`src/rtl/ls_exec_unit.sv`:
```
// Load/store execution unit: accepts one decoded memory op, drives a
// big-endian word-aligned request/ack bus, and returns load data or address.
module ls_exec_unit #(
    parameter int unsigned ADDR_W = 32
) (
    input  logic              clk,
    input  logic              reset,
    input  logic              en_dec,
    input  logic              we,
    input  logic [1:0]        mode,
    input  logic              return_dout,
    input  logic              exts,
    input  logic              do_request,
    input  logic [ADDR_W-1:0] addr,
    input  logic [31:0]       sdata,
    output logic              mem_req,
    output logic              mem_we,
    output logic [ADDR_W-1:0] mem_addr,
    output logic [3:0]        mem_be,
    output logic [31:0]       mem_wdata,
    input  logic              mem_ack,
    input  logic [31:0]       mem_rdata,
    output logic [31:0]       result,
    output logic              result_valid,
    output logic              busy,
    output logic              align_err
);

    localparam int unsigned DATA_W = 32;
    localparam int unsigned BE_W   = 4;

    localparam logic [1:0] M_NULL = 2'b00;
    localparam logic [1:0] M_WORD = 2'b01;
    localparam logic [1:0] M_HALF = 2'b10;
    localparam logic [1:0] M_BYTE = 2'b11;

    typedef enum logic [1:0] {
        S_IDLE = 2'b00,
        S_REQ  = 2'b01,
        S_DONE = 2'b10
    } state_t;

    state_t              state_q, state_d;
    logic                we_q, we_d;
    logic                rdout_q, rdout_d;
    logic                exts_q, exts_d;
    logic [1:0]          mode_q, mode_d;
    logic [ADDR_W-1:0]   addr_q, addr_d;
    logic                mem_req_q, mem_req_d;
    logic                mem_we_q, mem_we_d;
    logic [ADDR_W-1:0]   mem_addr_q, mem_addr_d;
    logic [BE_W-1:0]     mem_be_q, mem_be_d;
    logic [DATA_W-1:0]   mem_wdata_q, mem_wdata_d;
    logic [DATA_W-1:0]   result_q, result_d;
    logic                result_valid_q, result_valid_d;
    logic                busy_q, busy_d;
    logic                align_err_q, align_err_d;

    logic                misaligned_c;
    logic                wants_result_c;

    // Byte enables; be[3] is byte address 0 (big-endian lane order).
    function automatic logic [BE_W-1:0] lane_be(input logic [1:0] m, input logic [1:0] off);
        logic [BE_W-1:0] be;
        case (m)
            M_WORD:  be = 4'b1111;
            M_HALF:  be = off[1] ? 4'b0011 : 4'b1100;
            M_BYTE:  be = 4'b1000 >> off;
            default: be = 4'b0000;
        endcase
        return be;
    endfunction

    function automatic logic [DATA_W-1:0] lane_wdata(input logic [1:0] m, input logic [DATA_W-1:0] d);
        logic [DATA_W-1:0] w;
        case (m)
            M_HALF:  w = {2{d[15:0]}};
            M_BYTE:  w = {4{d[7:0]}};
            default: w = d;
        endcase
        return w;
    endfunction

    // Pick the addressed lane out of the read word and right-justify it.
    function automatic logic [DATA_W-1:0] lane_rdata(input logic [1:0] m, input logic [1:0] off,
                                                     input logic sx, input logic [DATA_W-1:0] rd);
        logic [7:0]        b;
        logic [15:0]       h;
        logic [DATA_W-1:0] r;
        case (off)
            2'd0:    b = rd[31:24];
            2'd1:    b = rd[23:16];
            2'd2:    b = rd[15:8];
            default: b = rd[7:0];
        endcase
        h = off[1] ? rd[15:0] : rd[31:16];
        case (m)
            M_WORD:  r = rd;
            M_HALF:  r = {{16{sx & h[15]}}, h};
            M_BYTE:  r = {24'd0, b};
            default: r = '0;
        endcase
        return r;
    endfunction

    assign misaligned_c = ((mode == M_WORD) && (addr[1:0] != 2'b00)) ||
                          ((mode == M_HALF) && addr[0]);
    assign wants_result_c = !we || !return_dout;

    // Next-state and registered-output logic.
    always_comb begin
        state_d        = state_q;
        we_d           = we_q;
        rdout_d        = rdout_q;
        exts_d         = exts_q;
        mode_d         = mode_q;
        addr_d         = addr_q;
        mem_we_d       = mem_we_q;
        mem_addr_d     = mem_addr_q;
        mem_be_d       = mem_be_q;
        mem_wdata_d    = mem_wdata_q;
        result_d       = result_q;
        result_valid_d = 1'b0;
        align_err_d    = 1'b0;
        mem_req_d      = 1'b0;
        busy_d         = 1'b0;

        case (state_q)
            S_IDLE: begin
                if (en_dec) begin
                    we_d    = we;
                    rdout_d = return_dout;
                    exts_d  = exts;
                    mode_d  = mode;
                    addr_d  = addr;
                    if (mode == M_NULL) begin
                        state_d = S_IDLE;
                    end else if (!do_request) begin
                        state_d = S_DONE;
                        if (wants_result_c) begin
                            result_valid_d = 1'b1;
                            result_d       = DATA_W'(addr);
                        end
                    end else if (misaligned_c) begin
                        align_err_d = 1'b1;
                    end else begin
                        state_d     = S_REQ;
                        mem_we_d    = we;
                        mem_addr_d  = {addr[ADDR_W-1:2], 2'b00};
                        mem_be_d    = lane_be(mode, addr[1:0]);
                        mem_wdata_d = lane_wdata(mode, sdata);
                    end
                end
            end
            S_REQ: begin
                if (mem_ack) begin
                    state_d = S_DONE;
                    if (!we_q || !rdout_q) begin
                        result_valid_d = 1'b1;
                        result_d       = (rdout_q && !we_q)
                                         ? lane_rdata(mode_q, addr_q[1:0], exts_q, mem_rdata)
                                         : DATA_W'(addr_q);
                    end
                end
            end
            S_DONE: begin
                state_d = S_IDLE;
            end
            default: begin
                state_d = S_IDLE;
            end
        endcase

        mem_req_d = (state_d == S_REQ);
        busy_d    = (state_d != S_IDLE);
    end

    always_ff @(posedge clk or posedge reset) begin
        if (reset) begin
            state_q        <= S_IDLE;
            we_q           <= 1'b0;
            rdout_q        <= 1'b0;
            exts_q         <= 1'b0;
            mode_q         <= M_NULL;
            addr_q         <= '0;
            mem_req_q      <= 1'b0;
            mem_we_q       <= 1'b0;
            mem_addr_q     <= '0;
            mem_be_q       <= '0;
            mem_wdata_q    <= '0;
            result_q       <= '0;
            result_valid_q <= 1'b0;
            busy_q         <= 1'b0;
            align_err_q    <= 1'b0;
        end else begin
            state_q        <= state_d;
            we_q           <= we_d;
            rdout_q        <= rdout_d;
            exts_q         <= exts_d;
            mode_q         <= mode_d;
            addr_q         <= addr_d;
            mem_req_q      <= mem_req_d;
            mem_we_q       <= mem_we_d;
            mem_addr_q     <= mem_addr_d;
            mem_be_q       <= mem_be_d;
            mem_wdata_q    <= mem_wdata_d;
            result_q       <= result_d;
            result_valid_q <= result_valid_d;
            busy_q         <= busy_d;
            align_err_q    <= align_err_d;
        end
    end

    assign mem_req      = mem_req_q;
    assign mem_we       = mem_we_q;
    assign mem_addr     = mem_addr_q;
    assign mem_be       = mem_be_q;
    assign mem_wdata    = mem_wdata_q;
    assign result       = result_q;
    assign result_valid = result_valid_q;
    assign busy         = busy_q;
    assign align_err    = align_err_q;

`ifndef SYNTHESIS
    // Upstream must hold en_dec low while the unit is occupied.
    assert property (@(posedge clk) disable iff (reset) !(en_dec && busy_q));
`endif

endmodule

```
`config.mk`:
```
export PLATFORM = sky130hd
export DESIGN_NAME = ls_exec_unit
export DESIGN_NICKNAME = d
export VERILOG_FILES = /design/src/rtl/ls_exec_unit.sv
export SDC_FILE = /design/constraint.sdc
export NUM_CORES = 1
export LEC_CHECK = 0
export CORE_ASPECT_RATIO = 1.5
export CORE_MARGIN = 4
export CORE_UTILIZATION = 40
export DETAILED_ROUTE_END_ITERATION = 16
export PLACE_DENSITY = 0.66
export REMOVE_ABC_BUFFERS = 1
export SETUP_SLACK_MARGIN = 0.02
export SLEW_MARGIN = 20
export SYNTH_ARGS = -nofsm -noshare
export SYNTH_HDL_FRONTEND = slang
export SYNTH_SLANG_ARGS = --single-unit
```
`constraint.sdc`:
```
create_clock -name clk -period 9.25 [get_ports clk]
set_input_delay 1.85 -clock clk [delete_from_list [all_inputs] [get_ports clk]]
set_output_delay 1.85 -clock clk [all_outputs]
set_load 0.01 [all_outputs]
```
==> Word level (Yosys, flattened, before mapping) <==
Cells that the tools add are included.
W data, S select, Z words.
{ "word_totals": {"output_inout_bits": 105, "in_bits": 106, "word_cells": 86, "reg_bits": 142} }
{ "op_classes": {"shifts": 1, "eq_ne": 16, "bitwise": 3, "n_mux": 32, "n_reduce_logical": 19} }
{ "ops": {"columns": ["cell", "n"], "rows": [
  ["$mux W32", 7],
  ["$pmux W32 S2", 2],
  ["$pmux W32 S3", 1],
  ["$pmux W8 S3", 1],
  ["$mux W16", 1],
  ["$ne A2 B2 Y1 const B", 6],
  ["$pmux W4 S3", 1],
  ["$mux W1", 11],
  ["$eq A2 B1 Y1 const B", 5],
  ["$eq A2 B2 Y1 const B", 5],
  ["$mux W2", 5],
  ["$reduce_and A7 Y1", 1],
  ["$logic_not A2 Y1", 3],
  ["$reduce_bool A2 Y1", 3],
  ["$reduce_and A5 Y1", 1],
  ["$logic_not A1 Y1", 4],
  ["$mux W4", 1],
  ["$pmux W2 S2", 1],
  ["$shr A4 B2 Y4 const A", 1],
  ["$logic_and A1 B1 Y1", 3],
  ["$logic_or A1 B1 Y1", 3],
  ["$not A1 Y1", 2],
  ["$pmux W1 S2", 1],
  ["$reduce_and A2 Y1", 1],
  ["$and A1 B1 Y1", 1]
]} }

==> Logic depth before layout (Yosys ltp) <==
Gate-level depths: netlist of the first run.
{ "logic_depth": {"depth_word": 9, "mapped_depth": 9, "ltp_nobuf": 6} }

==> Least setup slack after synthesis of the first run <==
OpenSTA, ideal clock, no wires.
{ "synth_timing": {"path_kind": "input port to flip-flop", "startpoint": "in mode[1]", "endpoint": "reg result_q[3] (netlist: result[3])", "path_slack_ns": 6.081, "cell_stages": 9, "setup_time_ns": 0.130, "required_ns": 9.120, "path_buffers": 3, "arrival_time_ns": 3.040, "cell_sequence": "buf_4 a2bb2oi_1 o21ai_0 or3_1 buf_6 clkinv_4 buf_12 mux2i_1 a31oi_1"} }
{ "synth_via": {"elab_chain_len": 3} }
{ "synth_lines": {"columns": ["element", "line", "text"], "rows": [
  ["from (decl)", "10", "input logic [1:0] mode,"],
  ["$logic_not A2 Y1", "136", "if (mode == M_NULL) begin"],
  ["$ne A2 B2 Y1 (no line)", null, null],
  ["$reduce_and A7 Y1 (no line)", null, null],
  ["to (signal assigned)", "207", "result_q <= result_d;"],
  ["to (decl)", "54", "logic [DATA_W-1:0] result_q, result_d;"]
]} }
No other way between the ends.
A chain may end at the register's enable or synchronous reset.

==> Worst setup path in the final report of the first run <==
{ "layout_timing": {"startpoint": "in mode[1]", "endpoint": "reg result_q[1] (netlist: result[1])"} }
Same word-level chain as after synthesis.

==> results of run 1 <==
==> how the worst min path moves through the flow <==
stage,end,depth (start not counted),slack [ps],startpoint
3_5_place_dp,mem_wdata[25],2,470,mem_wdata[25]
5_1_grt,result[31],2,510,result[31]
3_3_place_gp,mem_be[3],2,460,mem_be[3]
4_1_cts,mem_wdata[25],2,480,mem_wdata[25]
6_report,mem_wdata[25],2,480,mem_wdata[25]
2_1_floorplan,state_q[1],1,470,state_q[1]
==> through the flow <==
step                      setup slack, ps  instances  hold WS (ps)  power, uW  cell area, um^2
after floorplan                      2231        595         470.5       1317             6590
after global placement               4277       1019         457.5       1804             9010
after detailed placement             4157       1019         471.1       1830             9010
after CTS                            4602       1051         483.1       2494             9577
after global routing                 4366       1051         514.3       2607             9584
final                                4648       1051         478.4       2469             9584
==> where the power goes <==
| part | internal [uW] | total, uW | leakage (uW) | switching, uW |
|---|---|---|---|---|
| sequential | 818 | 946 | 0.00171 | 128 |
| clock | 385 | 656 | 0.000269 | 270 |
| combinational | 488 | 868 | 0.00204 | 380 |
==> state kept, by name, indices dropped and copies added (netlist names), 2 cells and up <==
register   count
addr_q        32
mem_be         4
mode_q         2
mem_wdata     32
result        32
mem_addr      30
state_q        2
==> per-layer routing <==
metal | track usage, % | up-vias | part of all wire (%)
met5 | 0 | - | 0
met4 | 6.895 | 0 | 1.9
met3 | 7.875 | 29 | 9.9
met2 | 35.38 | 232 | 50
met1 | 24.72 | 2781 | 39
li1 | - | 2658 | -
==> cell usage in the layout, fill, tap and decap left out, drive strengths merged, types with 2 or more instances in the layout <==
cell,instances
a211oi,2
a21o,3
a21oi,72
a221oi,16
a22o,8
a2bb2oi,3
a31oi,8
buf,6
clkbuf,20
clkdlybuf4s50,208
clkinv,6
clkinvlp,4
conb,2
dfrtp,142
inv,13
mux2,83
mux2i,33
nand2,40
nand2b,12
nand3,3
nor2,46
nor2b,12
o21a,8
o21ai,82
==> worst max-delay path, delay by kind of cell <==
| family | cells | cell delay [ps] |
|---|---|---|
| AOI/OAI and AO/OA | 3 | 510 |
| buffers and inverters | 2 | 1410 |
| muxes | 1 | 290 |
| and+or+nand+nor | 1 | 790 |
==> area by class of cell <==
| cell class | instances | area [um^2] | area share (%) |
|---|---|---|---|
| Timing Repair Buffer | 214 | 2131 | 22.23 |
| Multi-Input combinational cell | 441 | 3015 | 31.46 |
| Clock buffer | 20 | 456.7 | 4.765 |
| Clock inverter | 12 | 110.1 | 1.149 |
| Inverter | 12 | 55.05 | 0.5744 |
| Tap cell | 210 | 262.8 | 2.742 |
| Sequential cell | 142 | 3553 | 37.08 |
==> synthesized netlist by cell type (all sizes together) (2+ instances only) <==
library cell | n | area (um^2)
o21a | 8 | 60.06
inv | 11 | 41.29
a21o | 3 | 22.52
buf | 28 | 176.4
nor2b | 12 | 75.07
mux2 | 83 | 934.7
a22o | 8 | 70.07
o21ai | 82 | 410.4
a31oi | 8 | 50.05
dfrtp | 142 | 3553
a21oi | 72 | 360.4
nor2 | 46 | 172.7
clkbuf | 24 | 91.33
nand3 | 3 | 15.01
a221oi | 16 | 140.1
nand2b | 12 | 82.58
a2bb2oi | 3 | 26.28
a211oi | 2 | 15.01
mux2i | 33 | 330.3
nand2 | 40 | 150.1
==> cell families after synthesis <==
kind of cell / count (synthesis) / synth area share, %
compound gates: 206 / 17.36
flops: 142 / 51.84
simple gates: 117 / 7.649
mux: 116 / 18.46
buf+inv: 64 / 4.637
other cells: 1 / 0.05471
==> flow_metrics.env, run 1 <==
export IMPL_crit_path_start="mode[1]"
export IMPL_via_count=5700
export IMPL_fillers=1489
export IMPL_rr_startpoint="mode_q[1]"
export IMPL_hold_violations=0
export IMPL_drt_total_wl_um=20690
export IMPL_synth_area_um2=6854
export IMPL_yosysWarnings=0
export IMPL_rsz0062_at_grt="false"
export IMPL_cts_hold_fix_buffers=0
export IMPL_critPathMaxFanout=39
export IMPL_finClkSkew_ps=8.483
export IMPL_synth_edf_count=0
export IMPL_synth_main_ff_cell="dfrtp_1"
export IMPL_grt_pass1_vias=6094
export IMPL_grt_max_degree=83
export IMPL_wire_per_inst_um=19.69
export IMPL_drt_pass1_iter_count=4
export IMPL_fin_crit_ps=4602
export IMPL_critPathRequiredTime_ps=9520
export IMPL_p_per_area_nw_per_um2=257.6
export IMPL_fmax_mhz=217.3
export IMPL_numClockSinks=142
export IMPL_layout_drive_gt1_share_pct=15.46
export IMPL_cts_setup_buffers=0
export IMPL_areaGrowthSynthToFinish_pct=39.83
export IMPL_critPathSlowestCell="clkdlybuf4s50_1"
export IMPL_critPathMaxStageDelay_ps=890
export IMPL_antenna_found_initial=0
export IMPL_drc_errors=0
export IMPL_end_kind="register"
export IMPL_drv_slew=0
export IMPL_portBuffers=208
export IMPL_htree_levels=4
export IMPL_drtIter0Drc=206
export IMPL_synthCells=646
export IMPL_hold_class="reg -> reg"
export IMPL_critical_path_cell_chain="clkdlybuf4s50_1 -> a2bb2oi_1 -> o21ai_0 -> or3_1 -> clkinv_4 -> mux2i_1 -> a31oi_1"
export IMPL_rows=58
export IMPL_slew_headroom_pct=33.24
export IMPL_synth_distinct_cells=38
export IMPL_coreArea_um2=16840
export IMPL_ant_nets=0
export IMPL_critPathKind="in -> reg"
export IMPL_initial_core_util_pct=40.71
export IMPL_path_clk_slew_ps=60
export IMPL_die_w_um=114.9
export IMPL_insertion_delay_ps=410
export IMPL_tightest_slew_ps=1001
export IMPL_cts_inserted_buffers=17
export IMPL_ys_ff_latch=142
export IMPL_dieHeight_um=168.3
export IMPL_r2r_end="result[25]"
export IMPL_hpwl_um=14700
export IMPL_track_usage_pct=21.08
export IMPL_n_antenna_cell=0
export IMPL_ctsResizeCount=0
export IMPL_viasPerCell=5.423
export IMPL_startpoint_type="primary input"
export IMPL_setup_viol=0
export IMPL_clockBufferDepth=2
export IMPL_die_area_um2=19340
export IMPL_arrival_ps=4870
export IMPL_ys_seq_area_share_pct=51.84
export IMPL_crit_end="result[1]"
export IMPL_nets=934
export IMPL_r2r_cells=5
export IMPL_grt_ovfl_total=0
export IMPL_grt_pass1_wl_um=31850
export IMPL_cts_root_buf="clkbuf_16"
export IMPL_power_leakage_uw=0.004017
export IMPL_drv_cap=0
export IMPL_rrSetupSlack_ps=6490
export IMPL_async_flop_share_pct=100.0
export IMPL_gp_congestion=0.8690
export IMPL_cts_tree="done"
export IMPL_finalCritPeriodShare_pct=49.75
export IMPL_top_level_ports=211
export IMPL_setup_tns_ps=0
export IMPL_ir_worst_vdd_mv=0.1140
export IMPL_finish_utilization_pct=56.93
export IMPL_syn_avg_cell_area_um2=10.61
export IMPL_status="complete, no violations"
(Power assumes the default switching activity.)
==> run 2, diff against run 1 <==
==> constraint.sdc (replaced) <==
create_clock -name clk -period 4.5 [get_ports clk]
set_input_delay 0.9 -clock clk [delete_from_list [all_inputs] [get_ports clk]]
set_output_delay 0.9 -clock clk [all_outputs]
set_load 0.01 [all_outputs]
==> flow_metrics.env, run 2 (synthesis gave the netlist of run 1 again) <==
export IMPL_status="complete, no violations"
export IMPL_grt_ovfl_total=0
export IMPL_coreArea_um2=16840
export IMPL_top_level_ports=211
export IMPL_dieHeight_um=168.3
export IMPL_gp_congestion=0.8332
export IMPL_drt_pass1_iter_count=4
export IMPL_finalCritPeriodShare_pct=68.65
export IMPL_n_antenna_cell=0
export IMPL_pwr_share_clk_pct=28.7
export IMPL_die_w_um=114.9
export IMPL_fin_crit_ps=3089
export IMPL_path_clk_slew_ps=60
export IMPL_drt_total_wl_um=20140
export IMPL_rsz0062_at_grt="false"
export IMPL_critPathMaxStageDelay_ps=750
export IMPL_slew_headroom_pct=33.95
export IMPL_drtIter0Drc=258
export IMPL_critPathSlowestCell="buf_4"
export IMPL_final_cells=1056
export IMPL_track_usage_pct=20.78
export IMPL_drc_errors=0
export IMPL_p_per_area_nw_per_um2=539.5
export IMPL_setup_viol=0
export IMPL_ctsResizeCount=0
export IMPL_crit_buf_inv=3
export IMPL_critPathRequiredTime_ps=4800
export IMPL_numClockSinks=142
export IMPL_tightest_slew_ps=990.8
export IMPL_power_leakage_uw=0.004061
export IMPL_grt_max_degree=98
export IMPL_drv_slew=0
export IMPL_whs_ps=477.4
export IMPL_finClkSkew_ps=10.29
export IMPL_grt_pass1_vias=5938
export IMPL_hpwl_um=14350
export IMPL_clockBufferDepth=2
export IMPL_wire_per_inst_um=19.07
export IMPL_final_cell_mix="clkdlybuf4s50_1, dfrtp_1, mux2_2"
export IMPL_cts_setup_buffers=0
export IMPL_cts_inserted_buffers=17
export IMPL_startpoint_type="primary input"
export IMPL_viasPerCell=5.348
export IMPL_critical_path_cell_chain="clkdlybuf4s50_1 -> inv_2 -> o2bb2ai_1 -> nand3_4 -> buf_4 -> mux2_2"
export IMPL_p_switching_uw=1593
export IMPL_dp_cells=1024
export IMPL_portBuffers=208
export IMPL_cts_root_buf="clkbuf_16"
export IMPL_areaGrowthSynthToFinish_pct=41.09
export IMPL_htree_levels=4
export IMPL_cts_hold_fix_buffers=0
export IMPL_switching_share_pct=30.54
export IMPL_antenna_found_initial=0
export IMPL_finish_utilization_pct=57.44
export IMPL_critPathKind="in -> reg"
export IMPL_combPwrFrac_pct=34.1
export IMPL_cts_tree="done"
export IMPL_fillers=1475
export IMPL_crit_family="buffers and inverters"
export IMPL_via_count=5648
export IMPL_ant_nets=0
export IMPL_ir_worst_vdd_mv=0.2248
export IMPL_arrival_ps=3390
export IMPL_initial_core_util_pct=40.71
export IMPL_grt_pass1_wl_um=31730
export IMPL_die_area_um2=19340
export IMPL_fmax_mhz=323.7
export IMPL_seq_power_share_pct=37.3
export IMPL_hold_violations=0
export IMPL_intPower_uw=3624
export IMPL_hold_class="reg -> reg"
export IMPL_mostFrequentLayoutCell="clkdlybuf4s50_1"
export IMPL_critPathMaxFanout=97
export IMPL_layout_drive_gt1_share_pct=15.60
export IMPL_rows=58
export IMPL_insertion_delay_ps=420
export IMPL_drv_cap=0
export IMPL_end_kind="register"
export IMPL_nets=939
==> run 2: worst paths after layout <==
kind                                 start       endpoint  slack, ps  cells past startpoint
min in group asynchronous            reset   mem_addr[25]        990                      2
worst max-delay path               mode[1]   mem_addr[28]       1410                      6
worst min register to register  result[29]     result[29]        480                      2
max in group asynchronous            reset  mem_wdata[19]       2680                      3
worst min-delay path            result[29]     result[29]        480                      2
worst max register to register   mode_q[1]     result[30]       1800                      5
==> run 2: final cells by class <==
class | count | area [um^2] | share of cell area (%)
flip-flops and latches | 142 | 3553 | 36.74
multi-input cells | 441 | 3012 | 31.14
repair buffers | 219 | 2165 | 22.38
clock buffers | 20 | 436.7 | 4.515
well taps | 210 | 262.8 | 2.717
clock inverters | 12 | 186.4 | 1.928
inverters | 12 | 55.05 | 0.5693
==> run 2: stage by stage <==
step | total power, uW | instance area (um^2) | setup WS [ps] | setup TNS [ps]
2_1_floorplan | 2708 | 6590 | -1569 | -130890
3_3_place_gp | 3711 | 9047 | 1034 | 0
3_5_place_dp | 3757 | 9047 | 972.7 | 0
4_1_cts | 5276 | 9671 | 1418 | 0
5_1_grt | 5515 | 9671 | 1238 | 0
6_report | 5217 | 9671 | 1411 | 0
==> run 2: power groups by stage <==
| stage | Clock, uW | Sequential (uW) | Combinational [uW] |
|---|---|---|---|
| global route | 1590 | 2000 | 1930 |
| CTS | 1520 | 1950 | 1810 |
| global placement | 0 | 1940 | 1770 |
| floorplan | 0 | 2070 | 635 |
| detailed placement | 0 | 1960 | 1800 |
| finish | 1500 | 1940 | 1780 |
==> run 2: per-layer routing <==
layer	global-route usage [%]	wire length [um]
met2	34.98	10140
met1	25.19	7921
met4	5.005	261
met3	7.623	1818
met5	0	0
==> run 2: worst reg2reg max path, delay by kind of cell, from the launching register on <==
kind	cells	cell delay [ps]
AND/OR/NAND/NOR	2	1300
flip-flops	1	810
AO/OA/AOI/OAI	3	510
